==> src/rtl/hgw_unsat_expand_if.sv <==
// ----------------------------------------------------------------------------
// hgw_unsat_expand_if
//
// Purpose: bundles the narrow input stream and the wide output stream of
// hgw_unsat_expand into one interface so the block and its bench share a
// single declaration of the data path signals.
//
// Handshake semantics (both streams): a transfer happens on a rising clock
// edge where valid and ready are both high. Once valid is raised it stays
// high, and the payload stays stable, until that transfer happens. Ready may
// depend combinationally on the downstream ready, but never on valid.
//
// Signals:
//   i_vld  : narrow sample valid            (master -> slave)
//   i_rdy  : block can take a sample        (slave  -> master)
//   i_dat  : narrow unsigned sample, I_W    (master -> slave)
//   o_vld  : widened sample valid           (slave  -> master)
//   o_rdy  : downstream can take a sample   (master -> slave)
//   o_dat  : widened sample, O_W            (slave  -> master)
//   o_clip : sample on o_dat was clipped    (slave  -> master)
//
// Modports:
//   master : the environment around the block (drives input stream, sinks
//            the output stream)
//   slave  : the expander itself
// ----------------------------------------------------------------------------
interface hgw_unsat_expand_if #(
    parameter int I_W = 15,
    parameter int O_W = 16
);
    logic           i_vld;
    logic           i_rdy;
    logic [I_W-1:0] i_dat;
    logic           o_vld;
    logic           o_rdy;
    logic [O_W-1:0] o_dat;
    logic           o_clip;

    modport master (
        output i_vld,
        output i_dat,
        output o_rdy,
        input  i_rdy,
        input  o_vld,
        input  o_dat,
        input  o_clip
    );

    modport slave (
        input  i_vld,
        input  i_dat,
        input  o_rdy,
        output i_rdy,
        output o_vld,
        output o_dat,
        output o_clip
    );
endinterface

==> src/rtl/hgw_unsat_expand.sv <==
// ----------------------------------------------------------------------------
// hgw_unsat_expand
//
// Purpose: receive-side companion to the unsigned saturator. Widens a
// narrowed, saturated unsigned stream back to the wide datapath width, flags
// samples sitting at narrow full scale as clipped, keeps a saturating count
// of clipped samples and raises a sticky alarm once a run of consecutive
// clipped samples reaches RUN_TH.
//
// Ports:
//   clk      : clock, rising edge
//   rst      : asynchronous active-high reset
//   bus      : hgw_unsat_expand_if.slave (i_vld/i_rdy/i_dat in,
//              o_vld/o_rdy/o_dat/o_clip out)
//   clr      : synchronous clear of alarm, clip_cnt and the run counter
//   alarm    : sticky, a clipped run reached RUN_TH
//   clip_cnt : total clipped samples accepted, saturates at all ones
//
// Parameters:
//   I_W    : narrow width (>= 1)
//   O_W    : wide width (> I_W)
//   RUN_TH : consecutive clipped samples that set the alarm (>= 1)
//   CNT_W  : width of clip_cnt
//
// Build option:
//   HGW_UNSAT_RESTORE_EN : when defined, a clipped sample is widened to wide
//                          full scale instead of being zero-extended. Flags,
//                          counters and alarm are the same in both builds.
// ----------------------------------------------------------------------------
module hgw_unsat_expand #(
    parameter int I_W    = 15,
    parameter int O_W    = 16,
    parameter int RUN_TH = 8,
    parameter int CNT_W  = 16
) (
    input  logic             clk,
    input  logic             rst,
    hgw_unsat_expand_if.slave bus,
    input  logic             clr,
    output logic             alarm,
    output logic [CNT_W-1:0] clip_cnt
);
    // Run counter only needs to reach RUN_TH, then it parks there.
    localparam int RUN_W = $clog2(RUN_TH + 1);
    localparam logic [RUN_W-1:0] RUN_MAX  = RUN_W'(RUN_TH);
    localparam logic [RUN_W-1:0] RUN_LAST = RUN_W'(RUN_TH - 1);

    generate
        if (I_W < 1) begin : g_bad_i_w
            $error("hgw_unsat_expand: I_W must be >= 1");
        end
        if (O_W <= I_W) begin : g_bad_o_w
            $error("hgw_unsat_expand: O_W must be greater than I_W");
        end
        if (RUN_TH < 1) begin : g_bad_run_th
            $error("hgw_unsat_expand: RUN_TH must be >= 1");
        end
    endgenerate

    logic             accept;
    logic             clip_in;
    logic [O_W-1:0]   wide_dat;

    logic             o_vld_q;
    logic [O_W-1:0]   o_dat_q;
    logic             o_clip_q;
    logic [RUN_W-1:0] run_cnt;
    logic             alarm_q;
    logic [CNT_W-1:0] clip_cnt_q;

    // The output register may take a new sample whenever it is empty or is
    // being drained this cycle, so back-to-back streaming has no bubble.
    assign bus.i_rdy = ~o_vld_q | bus.o_rdy;
    assign accept    = bus.i_vld & bus.i_rdy;

    // A narrow sample at full scale is the saturator's clip marker.
    assign clip_in = &bus.i_dat;

`ifdef HGW_UNSAT_RESTORE_EN
    // Restore a clipped sample to wide full scale so downstream arithmetic
    // sees a saturated value rather than a mid-range one.
    always_comb begin
        wide_dat = {{(O_W - I_W){1'b0}}, bus.i_dat};
        if (clip_in) begin
            wide_dat = '1;
        end
    end
`else
    always_comb begin
        wide_dat = {{(O_W - I_W){1'b0}}, bus.i_dat};
    end
`endif

    // ------------------------------------------------------------------
    // Output register stage
    // ------------------------------------------------------------------
    always_ff @(posedge clk or posedge rst) begin
        if (rst) begin
            o_vld_q  <= 1'b0;
            o_dat_q  <= '0;
            o_clip_q <= 1'b0;
        end else if (accept) begin
            // Covers both a fill and a simultaneous drain-and-reload.
            o_vld_q  <= 1'b1;
            o_dat_q  <= wide_dat;
            o_clip_q <= clip_in;
        end else if (bus.o_rdy) begin
            o_vld_q  <= 1'b0;
        end
    end

    assign bus.o_vld  = o_vld_q;
    assign bus.o_dat  = o_dat_q;
    assign bus.o_clip = o_clip_q;

    // ------------------------------------------------------------------
    // Clip statistics: run counter, sticky alarm, total clip counter.
    // clr wins over a same-cycle clipped accept so software always sees a
    // clean zero after clearing.
    // ------------------------------------------------------------------
    always_ff @(posedge clk or posedge rst) begin
        if (rst) begin
            run_cnt    <= '0;
            alarm_q    <= 1'b0;
            clip_cnt_q <= '0;
        end else if (clr) begin
            run_cnt    <= '0;
            alarm_q    <= 1'b0;
            clip_cnt_q <= '0;
        end else if (accept) begin
            if (clip_in) begin
                if (run_cnt != RUN_MAX) begin
                    run_cnt <= run_cnt + RUN_W'(1);
                end
                // This accept brings the run to RUN_TH (or it is already
                // there), so the alarm shows up with this sample's o_vld.
                if (run_cnt >= RUN_LAST) begin
                    alarm_q <= 1'b1;
                end
                if (clip_cnt_q != {CNT_W{1'b1}}) begin
                    clip_cnt_q <= clip_cnt_q + CNT_W'(1);
                end
            end else begin
                run_cnt <= '0;
            end
        end
    end

    assign alarm    = alarm_q;
    assign clip_cnt = clip_cnt_q;

endmodule

==> src/flat_wrapper.sv <==
// flat-port wrapper written by rule: the top's interface ports become plain ports
module hgw_unsat_expand_flat 
#(
    parameter int I_W    = 15,
    parameter int O_W    = 16,
    parameter int RUN_TH = 8,
    parameter int CNT_W  = 16
)
  (clk, rst, clr, alarm, clip_cnt, bus_i_vld, bus_i_dat, bus_o_rdy, bus_i_rdy, bus_o_vld, bus_o_dat, bus_o_clip);
  hgw_unsat_expand_if #(.I_W(I_W), .O_W(O_W)) bus_i ();
  input  logic clk;
  input  logic rst;
  input  logic clr;
  output logic alarm;
  output logic [CNT_W-1:0] clip_cnt;
  input wire logic [$bits(bus_i.i_vld)-1:0] bus_i_vld;
  input wire logic [$bits(bus_i.i_dat)-1:0] bus_i_dat;
  input wire logic [$bits(bus_i.o_rdy)-1:0] bus_o_rdy;
  output wire logic [$bits(bus_i.i_rdy)-1:0] bus_i_rdy;
  output wire logic [$bits(bus_i.o_vld)-1:0] bus_o_vld;
  output wire logic [$bits(bus_i.o_dat)-1:0] bus_o_dat;
  output wire logic [$bits(bus_i.o_clip)-1:0] bus_o_clip;
  assign bus_i.i_vld = bus_i_vld;
  assign bus_i.i_dat = bus_i_dat;
  assign bus_i.o_rdy = bus_o_rdy;
  assign bus_i_rdy = bus_i.i_rdy;
  assign bus_o_vld = bus_i.o_vld;
  assign bus_o_dat = bus_i.o_dat;
  assign bus_o_clip = bus_i.o_clip;
  hgw_unsat_expand #(.I_W(I_W), .O_W(O_W), .RUN_TH(RUN_TH), .CNT_W(CNT_W)) u_core (.clk(clk), .rst(rst), .bus(bus_i), .clr(clr), .alarm(alarm), .clip_cnt(clip_cnt));
endmodule
==> config.mk <==
export PLATFORM = sky130hd
export DESIGN_NAME = hgw_unsat_expand_flat
export DESIGN_NICKNAME = d
export VERILOG_FILES = /design/src/rtl/hgw_unsat_expand_if.sv /design/src/rtl/hgw_unsat_expand.sv /design/src/flat_wrapper.sv
export SDC_FILE = /design/constraint.sdc
export NUM_CORES = 1
export LEC_CHECK = 0
export BUFFER_PORTS_ARGS = -buffer_cell sky130_fd_sc_hd__clkbuf_2
export CORE_ASPECT_RATIO = 0.75
export CORE_MARGIN = 2
export CORE_UTILIZATION = 30
export CTS_CLUSTER_SIZE = 12
export DETAILED_ROUTE_END_ITERATION = 7
export GPL_TIMING_DRIVEN = 1
export HOLD_SLACK_MARGIN = 0.08
export PLACE_DENSITY = 0.6
export SLEW_MARGIN = 20
export SYNTH_ARGS = -nofsm -noshare
export SYNTH_HDL_FRONTEND = slang
export SYNTH_SLANG_ARGS = --single-unit
==> constraint.sdc <==
create_clock -name clk -period 2.3 [get_ports clk]
set_input_delay 0 -clock clk [delete_from_list [all_inputs] [get_ports clk]]
set_output_delay 0 -clock clk [all_outputs]
set_load 0.02 [all_outputs]
# Word-level counts from Yosys, hierarchy flattened
# Cells that the tools add are included.
[word_totals] reg_bits=38 latch_bits=0 in_bits=20 wordCells=38 memories=0 out_inout_bits=36 romBits=0 mem_bits_rw=0
[op_classes] shifts=0 bitwise_logic=3 addsub=2 n_div=0 reduce_logical=9 multipliers=0 muxes=14 n_eq_ne=3 order_cmp=1
[op_table] op="$mux 16" count=4
[op_table] op="$add 16x1->16 const B" count=1
[op_table] op="$mux 4" count=4
[op_table] op="$ne 16x16->1 const B" count=1
[op_table] op="$reduce_and 15->1" count=1
[op_table] op="$reduce_bool 2->1" count=5
[op_table] op="$mux 1" count=6
[op_table] op="$reduce_and 3->1" count=2
[op_table] op="$add 4x1->4 const B" count=1
[op_table] op="$ge 4x3->1 const B" count=1
[op_table] op="$ne 4x4->1 const B" count=1
[op_table] op="$ne 3x3->1 const B" count=1
[op_table] op="$reduce_and 2->1" count=1
[op_table] op="$and 1x1->1" count=1
[op_table] op="$not 1->1" count=1
[op_table] op="$or 1x1->1" count=1

# Logic depth before layout (Yosys ltp)
[depth] word_depth=5 ltp_mapped=8 ltp_nobuf=6

# Worst setup path before layout
# No wires, ideal clock.
[synth_timing] path_kind="flip-flop to flip-flop" start="register u_core.clip_cnt_q[0] (netlist: u_core.clip_cnt[0])" end="register u_core.clip_cnt_q[1] (netlist: u_core.clip_cnt[1])" synth_period_minus_slack_ns=1.957 stages_incl_launch_ff=9 setup_slack_ns=0.343 n_path_buf=2 arrival_time_ns=1.825 setup_ns=0.132 path_cell_list="dfrtp_1 ha_1 and4_1 nand3_1 o211ai_1 buf_2 buf_2 mux2i_1 nor2_1"
[synth_via] elab_chain_len=5 word_cells_on_any_way=8 classes_between="add/sub (1); eq/ne (1); mux (4); reduce/logical (2)"
[synth_rtl] element="start: declaration" line="hgw_unsat_expand.sv:69" text="logic [CNT_W-1:0] clip_cnt_q;"
[synth_rtl] element="start signal: assignment" line="hgw_unsat_expand.sv:141" text="clip_cnt_q <= clip_cnt_q + CNT_W'(1);"
[synth_rtl] element="$add 16x1->16" line="hgw_unsat_expand.sv:141"
[synth_rtl] element="$mux 16" line="hgw_unsat_expand.sv:140" text="if (clip_cnt_q != {CNT_W{1'b1}}) begin"
[synth_rtl] element="$mux 16" line="hgw_unsat_expand.sv:131" text="if (clip_in) begin"
[synth_rtl] element="$mux 16" line="hgw_unsat_expand.sv:130" text="end else if (accept) begin"
[synth_rtl] element="$mux 16" line="hgw_unsat_expand.sv:126" text="end else if (clr) begin"
# Several ways; a longest one is shown, not always the timed one. The select of a mux whose other input is x is not followed.
# A chain may end at the register's enable or synchronous reset.

# Final worst setup path
[layout_timing] start="register u_core.clip_cnt_q[0] (netlist: u_core.clip_cnt[0])" end="register u_core.clip_cnt_q[12] (netlist: u_core.clip_cnt[12])"
# Same word-level chain as after synthesis.

==> reports/summary.md <==
After floorplanning, the core was sized to cover 0.00589 sq mm. The total of buffers placed on input and output ports is 54, and the half-perimeter wire length after placement is 3.06 mm. Ranked by total cell area, the synthesized netlist is headed by sky130_fd_sc_hd__dfrtp_1 52%, sky130_fd_sc_hd__mux2_2 9.8%, sky130_fd_sc_hd__a21oi_1 4.1%. Share of the clock period used by the worst path: 0.861.

Leaving out fill and tap cells, the most frequent cell in the layout is sky130_fd_sc_hd__clkbuf_2. Across the routed clock network, the largest skew measured is 0.00382 ns. Compared with the post-synthesis result, the final layout area differs by 33.6%.

Setup violations remaining at the end of the flow were counted as 0. Number of max-slew violations in the final report: 0. The post-synthesis register bit count was 38. The vertical extent of the die came out at 71.9 microns.

The setup path with the least slack is of type reg -> reg. The top cell types in the final layout, fill and taps aside, are 54 x sky130_fd_sc_hd__clkbuf_2, 38 x sky130_fd_sc_hd__dfrtp_1, 18 x sky130_fd_sc_hd__dlygate4sd3_1. TritonCTS built the clock tree.

Area of combinational cells with multiple inputs: 831 sq um. The root buffer cell chosen for the clock tree is sky130_fd_sc_hd__clkbuf_8. During synthesis, Yosys emitted a total of 0 warnings. The sum of routed wire length over all layers is 4.37 mm. The number of cells on the critical path is 7, and the count of H-tree levels built during CTS is 2.

The power density normalized to cell area is 565 mW/mm^2, and the number of hold-slack violations in the final timing report is 0. The switching share of power was 0.269. After floorplanning, the core was divided into 24 placement rows. Adding up every negative setup slack in the final design gives 0 ns. For this run, design rule violations remaining after detail routing come to 0.

The die is 94.6 microns wide. Clock-pin slew was measured on the worst setup and hold paths at 0.07 ns. The share of power burned in registers is 0.523. The filler cells instantiated in the layout total 602.

The detail route stage leaves a number of antenna-violating nets equal to 0. After synthesis, the netlist uses 42 different library cells. The internal power of the cells totals 1.02 mW.

On the critical path, the stage with the largest delay is an instance of sky130_fd_sc_hd__dfrtp_1. The number of cells on the worst reg-to-reg path is 7. The run gives 1,604 as the via count of the first global-routing pass.

Source of the worst hold timing path: clr. The congestion estimate from routability-driven global placement came to 0.771. The tools report the combined global-route utilization of all metal layers as 0.139. The type of the tightest min-delay check is in -> reg.

The analysis attributes to cell leakage a power of 1.11 nW. Area of the die: 0.00680 sq mm. Buffers inserted during clock tree synthesis total 5.

The sequential-to-total area share from yosys stat was 0.515. The required time of the critical path was 2.51 ns. The insertion delay to the later sink of the worst-skew pair is 0.28 ns. The fraction of final layout cells with drive strength greater than 1 was 0.332; the sequential standard cell area was 951 sq um. The detailed router finished its first iteration with 96 violations.

Subtracting the final worst setup slack from the clock period gives 1.98 ns. The antenna diode instance count is 0. Startpoint class of the critical path: a register.

The highest net fanout along the worst path was 20; the placement-stage worst setup slack was 0.336 ns. The clock passes through at most 2 buffers. In this run the cell area of the synthesized design comes to 0.00185 sq mm. The run gives 0.311 as the clock network fraction of total power.

The starting density of the core was 0.314. The fmax is 0.505 GHz. Walking the worst path, the cells encountered are ha_1 -> and4_1 -> nand3_1 -> o211ai_1 -> buf_4 -> or4_1 -> a21oi_1. The flow ran to the end, and the final reports show no timing, DRC or antenna violations. The total buffers and inverters traversed by the critical path was 1; the number of nets in the layout was 270. After global routing the overflow that remains totals 0. The logs give 0 for the initial antenna violation count and 171 for the synthesized netlist cell count. The share of the core filled with cells came out at 0.419.

The most critical setup path has its startpoint at u_core.clip_cnt[0]$_DFFE_PP0P_. On the critical path the largest part of the delay comes from simple AND/OR/NAND/NOR gates. Cell taking the most area after synthesis: sky130_fd_sc_hd__dfrtp_1. After layout, the worst setup slack is 0.320 ns. Setup repair after global routing left no endpoint under its margin. Along the worst hold path, the cell count comes to 2. The run gives 0.166 as the proportion of power drawn by combinational gates. The worst setup path is captured at a register.

The mean post-synth cell area is 10.8 sq um, and the maximum vdd drop is 336 uV. The first global-routing pass estimated 7.48 mm of wire. Startpoint of the lowest-slack register-to-register path: u_core.clip_cnt[0]$_DFFE_PP0P_. Per-cell routed wire length: 13.5 microns. Using the TritonRoute via totals, the vias-per-cell ratio works out to 4.95. Fraction of post-synthesis cell area in the top cell type by area: 0.515. The analysis attributes to net switching a power of 0.375 mW.

For the worst setup path, the data arrival time is 2.19 ns. Peak per-stage delay on the critical path: 0.43 ns. Final hold analysis gives a worst-case slack of 0.149 ns. For this design the top-level I/O count stands at 56. The routed layout has 1,610 vias. The logs give 38 for the number of clock sinks and 39 for the pin count of the biggest net entering global routing. The number of nets handed over by synthesis was 194. Max-cap violations in this run came to 0. First-pass iteration count of the detailed router: 4.
-- kinds of logic after synthesis --
kind of cell	share of synthesized area
compound gates	0.135
xor+xnor	0.00475
fa+ha+maj	0.0203
buf+inv	0.0346
flops	0.515
mux	0.103
other cells	0.00203
simple gates	0.185
-- state kept, by name (all words and copies together), names as in the netlist --
register           flops
u_core.bus.o_dat      15
u_core.alarm           1
u_core.bus.o_clip      1
u_core.clip_cnt       16
u_core.bus.o_vld       1
u_core.run_cnt         4
-- worst register-to-register path, delay by kind of cell (launching register included) --
kind | cells | cell delay (ns)
AO/OA/AOI/OAI | 2 | 0.23
adder cells (fa/ha/maj) | 1 | 0.24
buffers and inverters | 1 | 0.22
flip-flops | 1 | 0.43
AND/OR/NAND/NOR | 3 | 0.79
-- worst paths after layout --
path | slack (ns) | end
max | 0.32 | u_core.clip_cnt[12]$_DFFE_PP0P_
min | 0.15 | u_core.clip_cnt[11]$_DFFE_PP0P_
max reg2reg | 0.32 | u_core.clip_cnt[12]$_DFFE_PP0P_
min reg2reg | 0.51 | u_core.bus.o_dat[13]$_DFFE_PP0P_
max in group asynchronous | 1.61 | u_core.clip_cnt[13]$_DFFE_PP0P_
min in group asynchronous | 0.34 | u_core.bus.o_dat[12]$_DFFE_PP0P_
-- synth_stat cells --
| cell type | count |
|---|---|
| sky130_fd_sc_hd__a31oi_1 | 1 |
| sky130_fd_sc_hd__mux2_2 | 16 |
| sky130_fd_sc_hd__nor4_1 | 2 |
| sky130_fd_sc_hd__nand2b_1 | 2 |
| sky130_fd_sc_hd__o31a_1 | 1 |
| sky130_fd_sc_hd__dfrtp_1 | 38 |
| sky130_fd_sc_hd__nor3_1 | 2 |
| sky130_fd_sc_hd__and3_1 | 1 |
| sky130_fd_sc_hd__conb_1 | 1 |
| sky130_fd_sc_hd__or2_2 | 1 |
| sky130_fd_sc_hd__inv_1 | 8 |
| sky130_fd_sc_hd__buf_4 | 1 |
| sky130_fd_sc_hd__nand3_1 | 6 |
| sky130_fd_sc_hd__o21a_1 | 1 |
| sky130_fd_sc_hd__o211ai_1 | 1 |
| sky130_fd_sc_hd__mux2i_1 | 1 |
| sky130_fd_sc_hd__o21bai_1 | 1 |
| sky130_fd_sc_hd__nand4_1 | 9 |
| sky130_fd_sc_hd__ha_1 | 3 |
| sky130_fd_sc_hd__nor4bb_1 | 1 |
| sky130_fd_sc_hd__or4_1 | 5 |
| sky130_fd_sc_hd__or3_1 | 7 |
| sky130_fd_sc_hd__buf_1 | 1 |
| sky130_fd_sc_hd__a21oi_1 | 15 |
| sky130_fd_sc_hd__nand3_2 | 1 |
| sky130_fd_sc_hd__buf_2 | 3 |
| sky130_fd_sc_hd__nor4_4 | 1 |
| sky130_fd_sc_hd__and2_1 | 2 |
| sky130_fd_sc_hd__a41oi_1 | 1 |
| sky130_fd_sc_hd__a32o_1 | 1 |
| sky130_fd_sc_hd__o21ai_0 | 8 |
| sky130_fd_sc_hd__and4_1 | 2 |
| sky130_fd_sc_hd__a22o_1 | 1 |
| sky130_fd_sc_hd__xor2_1 | 1 |
| sky130_fd_sc_hd__clkbuf_1 | 2 |
| sky130_fd_sc_hd__o31ai_1 | 5 |
| sky130_fd_sc_hd__o22ai_1 | 1 |
| sky130_fd_sc_hd__nor2_1 | 4 |
| sky130_fd_sc_hd__nor2b_1 | 1 |
| sky130_fd_sc_hd__nand2_1 | 9 |
| sky130_fd_sc_hd__a21o_1 | 2 |
| sky130_fd_sc_hd__a41o_1 | 1 |
-- layer usage --
layer  wire length [microns]  track usage
met2                    1950        0.216
met4                      44       0.0386
met3                     256       0.0426
met1                    2120        0.191
met5                       0            0
-- final cells by class --
cell class                 instances  share of cell area
sequential                        38               0.386
timing repair buffer              76               0.195
tap                               78              0.0396
multi-input combinational        118               0.337
clock buffer                       7              0.0309
inverter                           8              0.0122
-- power by group through the flow --
stage | Clock, mW | Combinational [mW] | Sequential (mW)
after CTS | 0.452 | 0.234 | 0.729
after global routing | 0.480 | 0.251 | 0.734
final | 0.433 | 0.231 | 0.729
after detailed placement | 0 | 0.209 | 0.741
after global placement | 0 | 0.206 | 0.740
after floorplan | 0 | 0.0770 | 0.790
-- timing repair --
| item | CTS | global route |
|---|---|---|
| hold endpoints to repair | 54 | 0 |
| resized for setup | 0 | 0 |
| setup endpoints to repair | 0 | 0 |
| setup buffers | 0 | 0 |
| hold buffers | 18 | 0 |
-- stage by stage --
stage                     area [sq um]  total power, mW  cells
final                             2470             1.39    325
after global routing              2470             1.47    325
after CTS                         2470             1.41    325
after detailed placement          2210            0.950    300
after global placement            2210            0.946    300
after floorplan                   1850            0.868    171
Note: power is estimated with default switching activity, not from simulation.
